File: config.mk
export PLATFORM = sky130hd
export DESIGN_NAME = bank_seq_ctrl
export DESIGN_NICKNAME = d
export VERILOG_FILES = /design/src/rtl/mm_pkg.sv /design/src/rtl/wrap_counter.sv /design/src/rtl/bank_seq_ctrl.sv
export SDC_FILE = /design/constraint.sdc
export NUM_CORES = 1
export LEC_CHECK = 0
export CORE_UTILIZATION = 40
export DETAILED_ROUTE_END_ITERATION = 8
export PLACE_DENSITY = 0.74
export SYNTH_ARGS = -nofsm -noshare
export SYNTH_HDL_FRONTEND = slang
export SYNTH_SLANG_ARGS = --single-unit
File: constraint.sdc
create_clock -name clock -period 1.8 [get_ports clock]
set_clock_uncertainty 0.15 [all_clocks]
set_input_delay 0.36 -clock clock [delete_from_list [all_inputs] [get_ports clock]]
set_output_delay 0.36 -clock clock [all_outputs]
set_load 0.01 [all_outputs]
File: src/rtl/mm_pkg.sv
// Shared types and default widths for the banked load/read sequencer.
package mm_pkg;

    typedef enum logic [1:0] {
        IDLE = 2'd0,
        LOAD = 2'd1,
        READ = 2'd2,
        DONE = 2'd3
    } state_t;

    localparam int DEF_DATA_WIDTH      = 8;
    localparam int DEF_BANK_ID_WIDTH   = 3;
    localparam int DEF_BANK_ADDR_WIDTH = 3;
    localparam int DEF_PASS_WIDTH      = 8;

endpackage

File: src/rtl/wrap_counter.sv
// Enabled up-counter that returns to zero after its terminal value.
module wrap_counter #(
    parameter int W = 3
) (
    input  logic         clock,
    input  logic         reset_n,
    input  logic         clr,
    input  logic         en,
    input  logic [W-1:0] term,
    output logic [W-1:0] cnt,
    output logic         wrap
);

    assign wrap = en && (cnt == term);

    always_ff @(posedge clock or negedge reset_n) begin
        if (!reset_n) begin
            cnt <= '0;
        end else if (clr) begin
            cnt <= '0;
        end else if (en) begin
            cnt <= wrap ? '0 : cnt + W'(1);
        end
    end

endmodule

File: src/rtl/bank_seq_ctrl.sv
// Loads a row-major matrix into column banks, then sweeps its rows
// a programmable number of passes through a valid/ready row stream.
module bank_seq_ctrl
    import mm_pkg::*;
#(
    parameter int DATA_WIDTH      = DEF_DATA_WIDTH,
    parameter int BANK_ID_WIDTH   = DEF_BANK_ID_WIDTH,
    parameter int BANK_ADDR_WIDTH = DEF_BANK_ADDR_WIDTH,
    parameter int PASS_WIDTH      = DEF_PASS_WIDTH
) (
    input  logic                       clock,
    input  logic                       reset_n,
    input  logic                       start,
    input  logic [PASS_WIDTH-1:0]      rd_passes,
    output logic                       busy,
    output logic                       done,
    input  logic                       in_valid,
    input  logic [DATA_WIDTH-1:0]      in_data,
    output logic                       in_ready,
    output logic                       bram_we,
    output logic [DATA_WIDTH-1:0]      bram_din,
    output logic [BANK_ID_WIDTH-1:0]   bram_w_id,
    output logic [BANK_ADDR_WIDTH-1:0] bram_w_addr,
    output logic [BANK_ADDR_WIDTH-1:0] bram_r_addr,
    output logic                       out_valid,
    input  logic                       out_ready,
    output logic [BANK_ADDR_WIDTH-1:0] out_row,
    output logic                       out_last
);

    localparam logic [BANK_ID_WIDTH-1:0]   COL_TERM = '1;
    localparam logic [BANK_ADDR_WIDTH-1:0] ROW_TERM = '1;

    state_t state, state_nxt;

    logic                       clr;
    logic                       beat;
    logic                       issue;
    logic                       last_row;
    logic                       accept_last;
    logic                       issued_all;
    logic                       valid_q;
    logic                       last_q;
    logic [BANK_ADDR_WIDTH-1:0] row_q;
    logic [PASS_WIDTH-1:0]      pass_term;

    logic [BANK_ID_WIDTH-1:0]   col_cnt;
    logic [BANK_ADDR_WIDTH-1:0] wrow_cnt;
    logic [BANK_ADDR_WIDTH-1:0] rrow_cnt;
    logic [PASS_WIDTH-1:0]      pass_cnt;
    logic col_wrap, wrow_wrap, rrow_wrap, pass_wrap;

    assign clr         = (state == IDLE);
    assign beat        = in_valid && in_ready;
    assign issue       = (state == READ) && !issued_all
                         && (!valid_q || out_ready);
    assign last_row    = (rrow_cnt == ROW_TERM)
                         && (pass_cnt == pass_term);
    assign accept_last = valid_q && out_ready && last_q;

    wrap_counter #(.W(BANK_ID_WIDTH)) u_col (
        .clock(clock), .reset_n(reset_n), .clr(clr),
        .en(beat), .term(COL_TERM),
        .cnt(col_cnt), .wrap(col_wrap)
    );

    wrap_counter #(.W(BANK_ADDR_WIDTH)) u_wrow (
        .clock(clock), .reset_n(reset_n), .clr(clr),
        .en(col_wrap), .term(ROW_TERM),
        .cnt(wrow_cnt), .wrap(wrow_wrap)
    );

    wrap_counter #(.W(BANK_ADDR_WIDTH)) u_rrow (
        .clock(clock), .reset_n(reset_n), .clr(clr),
        .en(issue), .term(ROW_TERM),
        .cnt(rrow_cnt), .wrap(rrow_wrap)
    );

    wrap_counter #(.W(PASS_WIDTH)) u_pass (
        .clock(clock), .reset_n(reset_n), .clr(clr),
        .en(rrow_wrap), .term(pass_term),
        .cnt(pass_cnt), .wrap(pass_wrap)
    );

    always_ff @(posedge clock or negedge reset_n) begin
        if (!reset_n) begin
            state <= IDLE;
        end else begin
            state <= state_nxt;
        end
    end

    always_comb begin
        state_nxt = state;
        busy      = 1'b0;
        done      = 1'b0;
        in_ready  = 1'b0;
        unique case (state)
            IDLE: if (start) state_nxt = LOAD;
            LOAD: begin
                busy     = 1'b1;
                in_ready = 1'b1;
                if (wrow_wrap) state_nxt = READ;
            end
            READ: begin
                busy = 1'b1;
                if (accept_last) state_nxt = DONE;
            end
            DONE: begin
                done      = 1'b1;
                state_nxt = IDLE;
            end
            default: state_nxt = IDLE;
        endcase
    end

    // A zero pass count still performs one sweep.
    always_ff @(posedge clock or negedge reset_n) begin
        if (!reset_n) begin
            pass_term <= '0;
        end else if (clr && start) begin
            pass_term <= (rd_passes == '0) ? '0
                       : rd_passes - PASS_WIDTH'(1);
        end
    end

    always_ff @(posedge clock or negedge reset_n) begin
        if (!reset_n) begin
            issued_all <= 1'b0;
            valid_q    <= 1'b0;
            last_q     <= 1'b0;
            row_q      <= '0;
        end else begin
            if (clr) begin
                issued_all <= 1'b0;
            end else if (pass_wrap) begin
                issued_all <= 1'b1;
            end
            if (issue) begin
                valid_q <= 1'b1;
                last_q  <= last_row;
                row_q   <= rrow_cnt;
            end else if (out_ready) begin
                valid_q <= 1'b0;
            end
        end
    end

    assign bram_we     = beat;
    assign bram_din    = in_data;
    assign bram_w_id   = col_cnt;
    assign bram_w_addr = wrow_cnt;

    // Re-present the shown row when stalled so BRAM output holds.
    assign bram_r_addr = issue ? rrow_cnt : row_q;
    assign out_valid   = valid_q;
    assign out_row     = row_q;
    assign out_last    = valid_q && last_q;

endmodule

==> run metrics <==
Filler Cell Count 365; Root Buffer clkbuf_8; Async SR Flop Fraction 1.00; initial DRC count 25; area grow syn2layout 43.2%; Core ar. 0.00441 sq mm; Vias 1545; simple-gate portion of the synthesized area 0.172; Detailed Place HPWL 2.84 mm; type of origin of the critical path register; share of layout cells above drive strength 1 0.310; cell count after synthesis 192; minimum clock period 2160 ps; largest family of logic cells by synthesized area simple AND/OR/NAND/NOR gates; GRT Resource Usage Total 0.168; post-route worst setup slack -361 ps; EDFF count, synth 0; total overflow reported by the global router 0; Synth Area in Compound Gates 0.125; CTS clock-pin slew for the worst setup and hold paths 70 ps; Initial Util 0.421; top cell type's share of synthesized area 0.445; Yosys top cell by area dfrtp_1; reg-to-reg endpoint u_pass.cnt[5]$_DFFE_PN0P_; max incr delay on CP 390 ps; max capacitance violation total 0; WP data required 1290 ps; Synth Area in Adders 0.0943; synthesized area 0.00186 sq mm; placed cells 294; clock latency on the worst-skew pair 290 ps; vias in the first global route 1482; Num CTS Buffers 5; chip width 70.1 um; routability congestion estimate 0.814; Syn. warnings 0; DRT antenna net count 0; antenna cells 0; drt pass-1 iters 4; io pins 47; end-of-flow core utilization 0.602; failing checks negative setup slack; Net count, final 290; top_reg_cell synth dfrtp_1; CTS tree done; sequential fraction of the synthesis area 0.445; largest net degree at the start of global routing 34; wire length per cell 13.1 um; global-route wire length before repair 6.51 mm; pwr dens 1230 mW/mm^2; CP Max Fanout 4; worst r2r path cells 9; most common cell after layout, fill and taps aside dfrtp_1; R2R Setup Slk -240 ps; Final Cycle Share 1.20; crit path cell chain inv_2, ha_4, and2b_1, and2_4, mux2_4, buf_6; Top Family by Delay on Critical Path flip-flops; Hold Crit Class in -> async; commonest non-fill, non-tap cells in the layout 33 x dfrtp_1, 32 x buf_4, 20 x clkdlybuf4s50_1; Final Max Slew Viols 0; kind of critical path reg -> out; Synth Register Bits 33; setup TNS -2140 ps; CP bufs+invs 2; Post-Layout Cell Count 307; RR Startpoint state[0]$_DFFE_PN0P_; Setup-failing EPs final 11; LEAKAGE 0.00122 uW; post-synthesis mux area share 0.0344; Mean Syn Cell Area 9.67 sq um; H-tree levels 2; Slew @ Worst Pin 417 ps; Area contributors post-synth dfrtp_1 44%, ha_1 9.4%, xnor2_1 5.2%; Vias/cell 5.03; synth unique cells 36; die height 70.1 um; DRC viols 0; Fmax 463 MHz; Worst setup EP type primary output; Critical Path Slowest Stage Cell dfrtp_1; syn nets 227; Final Hold Violating Endpoints 0; final wirelength 4.01 mm; status complete, but fails checks; slew margin rel. 0.722; clk sink count 33; Buffers on Ports 30; die area 0.00492 sq mm; xor/xnor share of the synthesized area 0.0660; FP Rows 24; initial antenna violation count 0; crit path DAT 1650 ps; RSZ-0062 raised after global routing true; CTS max path bufs 2; Max rail drop VDD 1.26 mV
## cell families after synthesis
| kind of cell | count (synthesis) |
|---|---|
| DFF | 33 |
| and+or+nand+nor | 62 |
| muxes | 6 |
| adders and majority gates | 14 |
| xor gates and xnor gates | 14 |
| buffers and inverters | 23 |
| AOI/OAI and AO/OA | 40 |
## state kept, by name, indices dropped and copies added, names as in the netlist
name and count:
pass_term 8, u_pass.cnt 8, out_row 3, u_col.cnt 3
u_rrow.cnt 3, u_wrow.cnt 3, state 2, issued_all 1
last_q 1, out_valid 1
## area by class of cell
class | instances | area (sq um) | share of cell area
multi-input cells | 136 | 1040 | 0.390
flip-flops and latches | 33 | 826 | 0.311
repair buffers | 67 | 596 | 0.224
clock buffers | 7 | 86.3 | 0.0325
well taps | 52 | 65.1 | 0.0245
inverters | 12 | 50.0 | 0.0188
## metrics by stage
step                      total power [uW]  hold WS [ps]  worst slack [ps]  instance area [sq um]
after global placement                2390           334              -735                   2400
after floorplan                       1770         -85.6             -42.2                   1890
after CTS                             3180           330              -357                   2580
after global routing                  3490           354              -439                   2660
final                                 3260           319              -361                   2660
after detailed placement              2430           345              -741                   2400
## Yosys cell counts (2+ instances only)
master / n
nor3b_1: 3
mux2_2: 3
or3_1: 6
and2_1: 3
ha_1: 14
nand3_1: 4
xor2_1: 3
o21ai_0: 18
buf_2: 2
nand2b_1: 2
dfrtp_1: 33
xnor2_1: 11
nor2_1: 9
nor3_1: 4
a21oi_1: 14
o2111ai_1: 2
mux2i_1: 3
inv_1: 12
buf_4: 8
nand4_1: 3
nand2_1: 20
## worst max-delay path by stage
stage,endpoint,cells after the start,startpoint
4_1_cts,bram_r_addr[0],6,state[0]$_DFFE_PN0P_
6_report,bram_r_addr[2],6,state[0]$_DFFE_PN0P_
2_1_floorplan,bram_r_addr[0],6,state[0]$_DFFE_PN0P_
3_5_place_dp,bram_r_addr[0],5,out_ready
3_3_place_gp,bram_r_addr[0],5,out_ready
5_1_grt,bram_r_addr[1],6,state[0]$_DFFE_PN0P_
## timing repair
item,4_1_cts,5_1_grt
gates resized for setup,44,23
endpoints found under the setup margin,24,25
pin swaps,14,6
buffers inserted,4,3
hold buffers,0,0
## per-layer routing
metal  vias to the layer above  GRT usage  part of all wire
li1                        787          -                 -
met1                       713      0.206              0.44
met2                        36      0.276              0.49
met3                         9     0.0361             0.043
met4                         0     0.0889             0.023
met5                         -          0                 0
## power by group
part	switching, uW	internal [uW]
clock network	251	303
logic	781	902
registers	115	909
total	1150	2110
Note: power is estimated with default switching activity, not from simulation.
